==> src/rtl/fifo_drain.sv <==
// Drains a one-cycle-latency FIFO into a ready/valid stream through a 2-word skid buffer,
// tagging the last word of every PKT_LEN-word packet.
module fifo_drain #(
  parameter int unsigned WIDTH   = 64,
  parameter int unsigned PKT_LEN = 256
) (
  input  logic             clk,
  input  logic             rst_n,
  input  logic             fifo_empty,
  output logic             fifo_rden,
  input  logic [WIDTH-1:0] fifo_rddata,
  output logic             m_valid,
  input  logic             m_ready,
  output logic [WIDTH-1:0] m_data,
  output logic             m_last
);

  localparam int unsigned     CntW    = $clog2(PKT_LEN);
  localparam logic [CntW-1:0] LastIdx = CntW'(PKT_LEN - 1);

  logic [1:0]       occ_q, occ_d;
  logic             inflight_q;
  logic [WIDTH-1:0] head_q, head_d, tail_q, tail_d;
  logic [CntW-1:0]  cnt_q, cnt_d;
  logic             pop;
  logic [1:0]       load;
  logic [1:0]       slot;

  assign m_valid = rst_n && (occ_q != 2'd0);
  assign pop     = m_valid && m_ready;
  // occ + inflight is bounded by 2 and pop implies occ >= 1, so these never wrap
  assign load    = occ_q + {1'b0, inflight_q} - {1'b0, pop};
  assign slot    = occ_q - {1'b0, pop};

  assign fifo_rden = rst_n && !fifo_empty && (load < 2'd2);
  assign m_data    = head_q;
  assign m_last    = m_valid && (cnt_q == LastIdx);

  always_comb begin
    head_d = head_q;
    tail_d = tail_q;
    occ_d  = load;
    cnt_d  = cnt_q;
    if (pop) begin
      head_d = tail_q;
      cnt_d  = (cnt_q == LastIdx) ? '0 : cnt_q + CntW'(1);
    end
    // The in-flight word lands in the first free slot after this cycle's pop
    if (inflight_q) begin
      if (slot == 2'd0) begin
        head_d = fifo_rddata;
      end else begin
        tail_d = fifo_rddata;
      end
    end
  end

  always_ff @(posedge clk) begin
    if (!rst_n) begin
      occ_q      <= 2'd0;
      inflight_q <= 1'b0;
      cnt_q      <= '0;
    end else begin
      occ_q      <= occ_d;
      inflight_q <= fifo_rden;
      cnt_q      <= cnt_d;
    end
  end

  always_ff @(posedge clk) begin
    head_q <= head_d;
    tail_q <= tail_d;
  end

endmodule

==> config.mk <==
export PLATFORM = sky130hd
export DESIGN_NAME = fifo_drain
export DESIGN_NICKNAME = d
export VERILOG_FILES = /design/src/rtl/fifo_drain.sv
export SDC_FILE = /design/constraint.sdc
export NUM_CORES = 1
export LEC_CHECK = 0
export ABC_CLOCK_PERIOD_IN_PS = 9800
export BUFFER_PORTS_ARGS = -buffer_cell sky130_fd_sc_hd__buf_2
export CELL_PAD_IN_SITES_DETAIL_PLACEMENT = 0
export CELL_PAD_IN_SITES_GLOBAL_PLACEMENT = 1
export CORE_ASPECT_RATIO = 1.5
export CORE_UTILIZATION = 47
export CTS_CLUSTER_DIAMETER = 40
export DETAILED_ROUTE_END_ITERATION = 6
export GPL_ROUTABILITY_DRIVEN = 0
export GPL_TIMING_DRIVEN = 0
export PLACE_DENSITY_LB_ADDON = 0.12
export SLEW_MARGIN = 25
export SYNTH_ARGS = -nofsm -noshare
export SYNTH_HDL_FRONTEND = slang
export SYNTH_SLANG_ARGS = --single-unit
export TNS_END_PERCENT = 50
==> constraint.sdc <==
create_clock -name clk -period 9.8 [get_ports clk]
set_input_delay 2.45 -clock clk [delete_from_list [all_inputs] [get_ports clk]]
set_output_delay 2.45 -clock clk [all_outputs]
set_load 0.02 [all_outputs]
# Word level (Yosys, flattened, before mapping)
# Index checks and enable logic that the tools add are counted.
# word_totals
word_cells	25
out_inout_bits	67
regBits	139
input_bits	68
# classes
n_lt_le_gt_ge	1
bitwise_logic	1
n_eq_ne	1
reduce_logical	9
muxes	4
addsub	4
# ops
operator	count
2-to-1 mux 64 bit	3
adder 8 x 1 -> 8 bit (second input constant)	1
equality test 8 bit (second input constant)	1
2-to-1 mux 8 bit	1
logical AND 1 bit	5
subtractor 2 x 1 -> 2 bit	2
adder 2 x 1 -> 2 bit	1
zero test 2 bit	1
less-than comparator 2 bit (second input constant)	1
AND reduction 2 bit	1
nonzero test 2 bit	1
zero test 1 bit	1
inverter 1 bit	1

# Logic depth before layout (Yosys ltp)
# Gate-level depths: netlist of run 1.
# depth
word_depth	7
depth_mapped	9
mapped_depth_nobuf	6

# Least setup slack after synthesis of run 1
# Ideal clock, no wire load.
# synth_timing
path_kind	input to output
from	in rst_n
to	out fifo_rden
path_stages	9
t_arrival_ns	4.353
path_slack_ns	2.997
cell_sequence	buf_2 o211ai_2 buf_6 buf_6 xnor2_1 ha_1 xnor2_1 or3_1 a211oi_1
# synth_via
elab_chain_len	5
elab_cells_between_ends	6
classes_between	add/sub (1); order compare (1); reduce/logical (4)
# synth_lines
item	line	text
start: declaration	8	input logic rst_n,
logical AND 1 bit	29	assign m_valid = rst_n && (occ_q != 2'd0);
logical AND 1 bit	30	assign pop = m_valid && m_ready;
subtractor 2 x 1 -> 2 bit	32	assign load = occ_q + {1'b0, inflight_q} - {1'b0, pop};
less-than comparator 2 bit	35	assign fifo_rden = rst_n && !fifo_empty && (load < 2'd2);
logical AND 1 bit (*)	35	
end: declaration	10	output logic fifo_rden,
# Every way passes the cells marked *; elsewhere a longest branch is shown, timed or not.

# Final worst setup path of run 1
# Same ends and word-level chain as after synthesis.

==> metrics.txt, run 1 <==
status=completed; Post-Synth XOR/XNOR Area=0.617%; Req. time, crit path=7.35 ns; synth top area cells=edfxtp_1, dfxtp_1, mux2_4, mux2_2, buf_6; R2R Path End=inflight_q$_SDFF_PN0_; Post-Synth Simple-Gate Area=2.00%; Slew Viols, Final=0; power share of the clock group=27.5%; CTS clock-pin slew for the worst setup and hold paths=0.06 ns; Switching Share=29.9%; largest family of logic cells by synthesized area=multiplexers; Synth async-reset ratio=0%; Clock Path Buffers=2; area delta synth->final=27.2%; first-pass GRT wire length=16600 microns; Setup-failing EPs final=0; initial antenna violation count=0; top_reg_cell synth=dfxtp_1; Setup Total Neg Slack=0 ns; Ports=135; vias in the first global route=3458; Hold-fix buffers, CTS=0; number of port buffers=133; Fin Hold WS=0.488 ns; Rel. slew slack=49.9%; syn avg cell area=16.9 sq um; Final ANT Viol Nets=0; post-synthesis sequential area ratio=60.3%; total clock sinks=139; Chip Height=137 microns; Post-Synthesis Cells=337; post-route clock period utilization=69.8%; Synth Area in Compound Gates=2.42%; worst reg-to-reg setup slack=7.57 ns; CP Launch Type=input pin; adder-cell area share of the yosys netlist=0.440%; Synth top cells by count=mux2_4, dfxtp_1, edfxtp_1, mux2_2, buf_6; Detail Placement HPWL=7250 microns; Worst Hold Class=reg2reg; DRT Wirelength=10500 microns; Pleak=3.21 nW; crit path launch=rst_n; Max VDD drop=0.195 mV; mapped cell area=0.00568 sq mm; Starting Density=48.8%; postcts setup bufs=0; WHS Endpoint=cnt_q[6]$_SDFFE_PN0P_; worst hold path depth=2; critical path endpoint category=output port; PwrDens=325 mW/mm^2; CTS root buffer=clkbuf_16; FP Rows=48; fmax=0.146 GHz; number of CTS-inserted buffers=17; Max Cap Violations=0; final net count=562; Slew @ Worst Pin=0.742 ns; Worst Path Max Fanout=10; DR vias=3283; DRT iter0 DRCs=109; post-synth top area share=33.8%; multiplexer area fraction after synthesis=31.1%; power share of the combinational group=36.4%; Die Area=0.0125 sq mm; Final Total Pwr=2.35 mW; fin crit period=6.84 ns; Remaining Overflow, GRT=0; critical hold path startpoint=cnt_q[6]$_SDFFE_PN0P_; WS Path Type=in2out; worst-skew pair later-pin latency=0.41 ns; total core area=0.0117 sq mm; All-Layer GR Usage=17.3%; flop and latch count out of synthesis=139; Die W=91.8 microns; dominant cell by count in the synthesized netlist=mux2_4; Cell Int Power=1.65 mW; Mapped Nets=407; CTS tree=built; R2R cell count=9; Final Skew=0.00806 ns; # resized after CTS=0; Post-synth EDFFs=64; sw power=0.703 mW; RSZ-0062 raised after global routing=false; Synth warnings=0; register share of total power=36.1%; CP arrival=4.39 ns; post-synth top area cell=edfxtp_1; fill count=930; Reg-to-Reg Start=occ_q[1]$_SDFF_PN0_; first drt pass iteration count=4; Place WS=2.94 ns; drt via density=5.00; DR WL/cell=16.1 microns; Worst Slack Setup Final=2.96 ns; largest net degree at the start of global routing=22; Hold Violations, Final=0; share of layout cells above drive strength 1=61.0%; DRC Markers=0; Post-Layout Cell Count=656; CTS H-tree depth=4; post-synthesis cell type count=30; placed cells=623
## per-stage QoR
stage | cell area (sq um) | utilization [%]
after floorplan | 5680 | -
after CTS | 7220 | 62.0
after global placement | 6540 | 56.1
after detailed placement | 6630 | 56.9
final | 7230 | 62.0
after global routing | 7220 | 62.0
## cells in the final DEF, fill, tap and decap left out, drive strengths merged, types with 3 or more instances in the layout
cell / n
dfxtp: 75
inv: 9
nand2: 4
clkbuf: 19
or4: 3
or3: 3
o21ai: 4
clkinvlp: 5
nand3: 3
buf: 153
edfxtp: 64
nor2: 5
a21oi: 5
mux2: 128
bufinv: 3
## per-layer routing
layer / vias to the layer above / GRT usage [%] / wire length, microns
met3: 6 / 6.44 / 703
met5: - / 0 / 0
met4: 0 / 7.90 / 87
li1: 1570 / - / -
met2: 109 / 30.5 / 5550
met1: 1598 / 18.4 / 4210
## critical path, cell delays in order
cell and delay (ns):
buf_2 0.18, o211ai_2 0.18, buf_6 0.20, buf_6 0.15, xnor2_1 0.13, ha_1 0.19, xnor2_1 0.13, or3_1 0.35
a211oi_1 0.23, buf_2 0.19
## sequential cells by signal (all words and copies together), names as in the netlist
| signal | cells |
|---|---|
| m_data | 64 |
| tail_q | 64 |
| inflight_q | 1 |
| cnt_q | 8 |
| occ_q | 2 |
## area by class of cell
cell class                 instances  area, sq um  area share [%]
tap                              150          188            2.60
multi-input combinational        176         2090            28.9
antenna                            1         2.50          0.0346
inverter                           5         18.8           0.260
buffer                            17          160            2.22
sequential                       139         3420            47.4
clock buffer                      19          433            5.99
timing repair buffer             136          748            10.4
clock inverter                    13          166            2.30
## power by group through the flow
stage               registers [mW]  clock network [mW]  logic, mW
finish                       0.849               0.647      0.855
global route                 0.868               0.681      0.913
CTS                          0.850               0.661      0.866
detailed placement           0.860                   0      0.859
global placement             0.856                   0      0.837
floorplan                     1.03                   0      0.458
## how the worst max path moves through the flow
stage               depth (start not counted)                   end
CTS                                        10             fifo_rden
detailed placement                         10             fifo_rden
finish                                     10             fifo_rden
floorplan                                   9             fifo_rden
global route                               10             fifo_rden
global placement                            4  tail_q[40]$_DFFE_PP_
## kinds of logic (layout without fill, tap and decap cells)
group | count (synthesis) | after routing
buf+inv | 22 | 190
compound gates | 20 | 20
simple gates | 22 | 22
fa+ha+maj | 2 | 2
xor+xnor | 4 | 4
flops | 139 | 139
mux | 128 | 128
other cells | 0 | 1
Note: power is estimated with default switching activity, not from simulation.
==> inputs of run 2 (changes only) <==
- ABC_CLOCK_PERIOD_IN_PS: 9800 -> 6310
- CORE_UTILIZATION: 47 -> 44
- clock period: 9.8 -> 6.31 ns (I/O delays scaled with it)
==> metrics.txt, run 2 (same netlist as run 1, synthesis figures left out) <==
CTS root buffer=clkbuf_16 (unchanged); share of layout cells above drive strength 1=61.4% (was 61.0%); Pleak=3.23 nW (was 3.21 nW); Ports=135 (unchanged); post-route cell area=0.00725 sq mm (was 0.00723 sq mm); total core area=0.0125 sq mm (was 0.0117 sq mm); CP Launch Type=input pin (unchanged); Final Total Pwr=3.67 mW (was 2.35 mW); drt via density=4.94 (was 5.00); CTS H-tree depth=4 (unchanged); Final ANT Viol Nets=0 (unchanged); vias in the first global route=3444 (was 3458); CTS tree=built (unchanged); DRT Wirelength=10500 microns (about the same); Post-Layout Cell Count=662 (was 656); number of port buffers=133 (unchanged); Slew Viols, Final=0 (unchanged); Max VDD drop=0.230 mV (was 0.195 mV); status=completed (unchanged); initial antenna violation count=1 (was 0); RSZ-0062 raised after global routing=false (unchanged); first-pass GRT wire length=16900 microns (was 16600 microns); PwrDens=505 mW/mm^2 (was 325 mW/mm^2); Remaining Overflow, GRT=0 (unchanged); Worst Path Max Fanout=10 (unchanged); All-Layer GR Usage=16.8% (was 17.3%); Place WS=1.20 ns (was 2.94 ns); Die W=94.8 microns (was 91.8 microns); most frequent cells in the layout=buf_2, mux2_4, dfxtp_1, edfxtp_1, mux2_2 (unchanged); Die Area=0.0134 sq mm (was 0.0125 sq mm); most common cell after layout, fill and taps aside=buf_2 (unchanged); largest net degree at the start of global routing=22 (unchanged); number of CTS-inserted buffers=17 (unchanged); Req. time, crit path=4.73 ns (was 7.35 ns); final net count=562 (unchanged); # resized after CTS=0 (unchanged); critical path endpoint category=output port (unchanged); placed cells=629 (was 623); CP max-delay cell=or3_1 (unchanged); Core Util, Final=58.0% (was 62.0%); first drt pass iteration count=4 (unchanged); Setup-failing EPs final=0 (unchanged); DRC Markers=0 (unchanged); Fin Hold WS=0.482 ns (was 0.488 ns); Clock Path Buffers=2 (unchanged); FP Rows=50 (was 48); CTS clock-pin slew for the worst setup and hold paths=0.06 ns (about the same); worst path cell trace=buf_2 > o211ai_2 > buf_6 > buf_6 > xnor2_1 > ha_1 > xnor2_1 > or3_1 > a211oi_1 > buf_2 (unchanged); DR vias=3267 (was 3283); crit-path max cell delay=0.35 ns (about the same); Worst Slack Setup Final=1.23 ns (was 2.96 ns); Hold-fix buffers, CTS=0 (unchanged); DR WL/cell=15.9 microns (was 16.1 microns); Max Cap Violations=0 (unchanged); post-route clock period utilization=80.6%; Chip Height=141 microns (was 137 microns); fin crit period=5.08 ns; Rel. slew slack=49.1% (was 49.9%); CP arrival=3.51 ns (was 4.39 ns); Slew @ Worst Pin=0.754 ns (was 0.742 ns); Post-DP Area=0.00663 sq mm (about the same); CP bufs+invs=4 (unchanged); total clock sinks=139 (unchanged); area delta synth->final=27.7% (was 27.2%); Setup Total Neg Slack=0 ns (unchanged); Final Skew=0.00651 ns (was 0.00806 ns); Top delay family on crit path=buffers and inverters (unchanged); Detail Placement HPWL=7340 microns (was 7250 microns); Hold Violations, Final=0 (unchanged); worst-skew pair later-pin latency=0.41 ns (about the same); fmax=0.197 GHz; WS Path Type=in2out (unchanged); DRT iter0 DRCs=88 (was 109); postcts setup bufs=0 (unchanged); Worst Hold Class=reg2reg (unchanged); Starting Density=45.4% (was 48.8%)
[run 2: cell count changes in the layout (fill, tap and decap cells not counted)]
cell,delta
clkbuf_8,+2
clkinvlp_4,-2
clkinv_1,-1
inv_6,-1
clkinv_4,+2
clkbuf_1,-1
clkinv_2,+1
[run 2: final cells by class]
cell class / count / area [sq um]
sequential: 139 / 3420
buffer: 17 / 160
tap: 156 / 195
antenna: 1 / 2.50
timing repair buffer: 136 / 748
fill: 1058 / 5260
clock buffer: 20 / 457
inverter: 5 / 18.8
clock inverter: 12 / 161
multi-input combinational: 176 / 2090
[run 2: path summary, 6_finish.rpt]
kind	startpoint	to	slack [ns]	depth (start not counted)
worst max-delay path	rst_n	fifo_rden	1.23	10
worst min-delay path	cnt_q[6]$_SDFFE_PN0P_	cnt_q[6]$_SDFFE_PN0P_	0.48	2
worst min register to register	cnt_q[6]$_SDFFE_PN0P_	cnt_q[6]$_SDFFE_PN0P_	0.48	2
worst max register to register	occ_q[1]$_SDFF_PN0_	inflight_q$_SDFF_PN0_	4.09	9
[run 2: layer usage]
metal  up-vias  wire length [microns]  GRT usage (%)
met3        12                    703           5.88
met4         0                    190           7.42
met1      1574                   4380           19.2
met2       108                   5270           27.8
li1       1573                      -              -
met5         -                      0              0
[run 2: tightest hold or removal path, stage by stage, from the launching register on]
cell     delay, ns
dfxtp_1       0.32
o31ai_1       0.06
a21oi_1       0.05
[run 2: report_power, final]
group          internal, mW  leakage, nW  total (mW)  switching (mW)
combinational         0.729         1.72        1.33           0.599
sequential             1.21         1.21        1.32           0.110
clock                 0.647        0.294        1.02           0.374
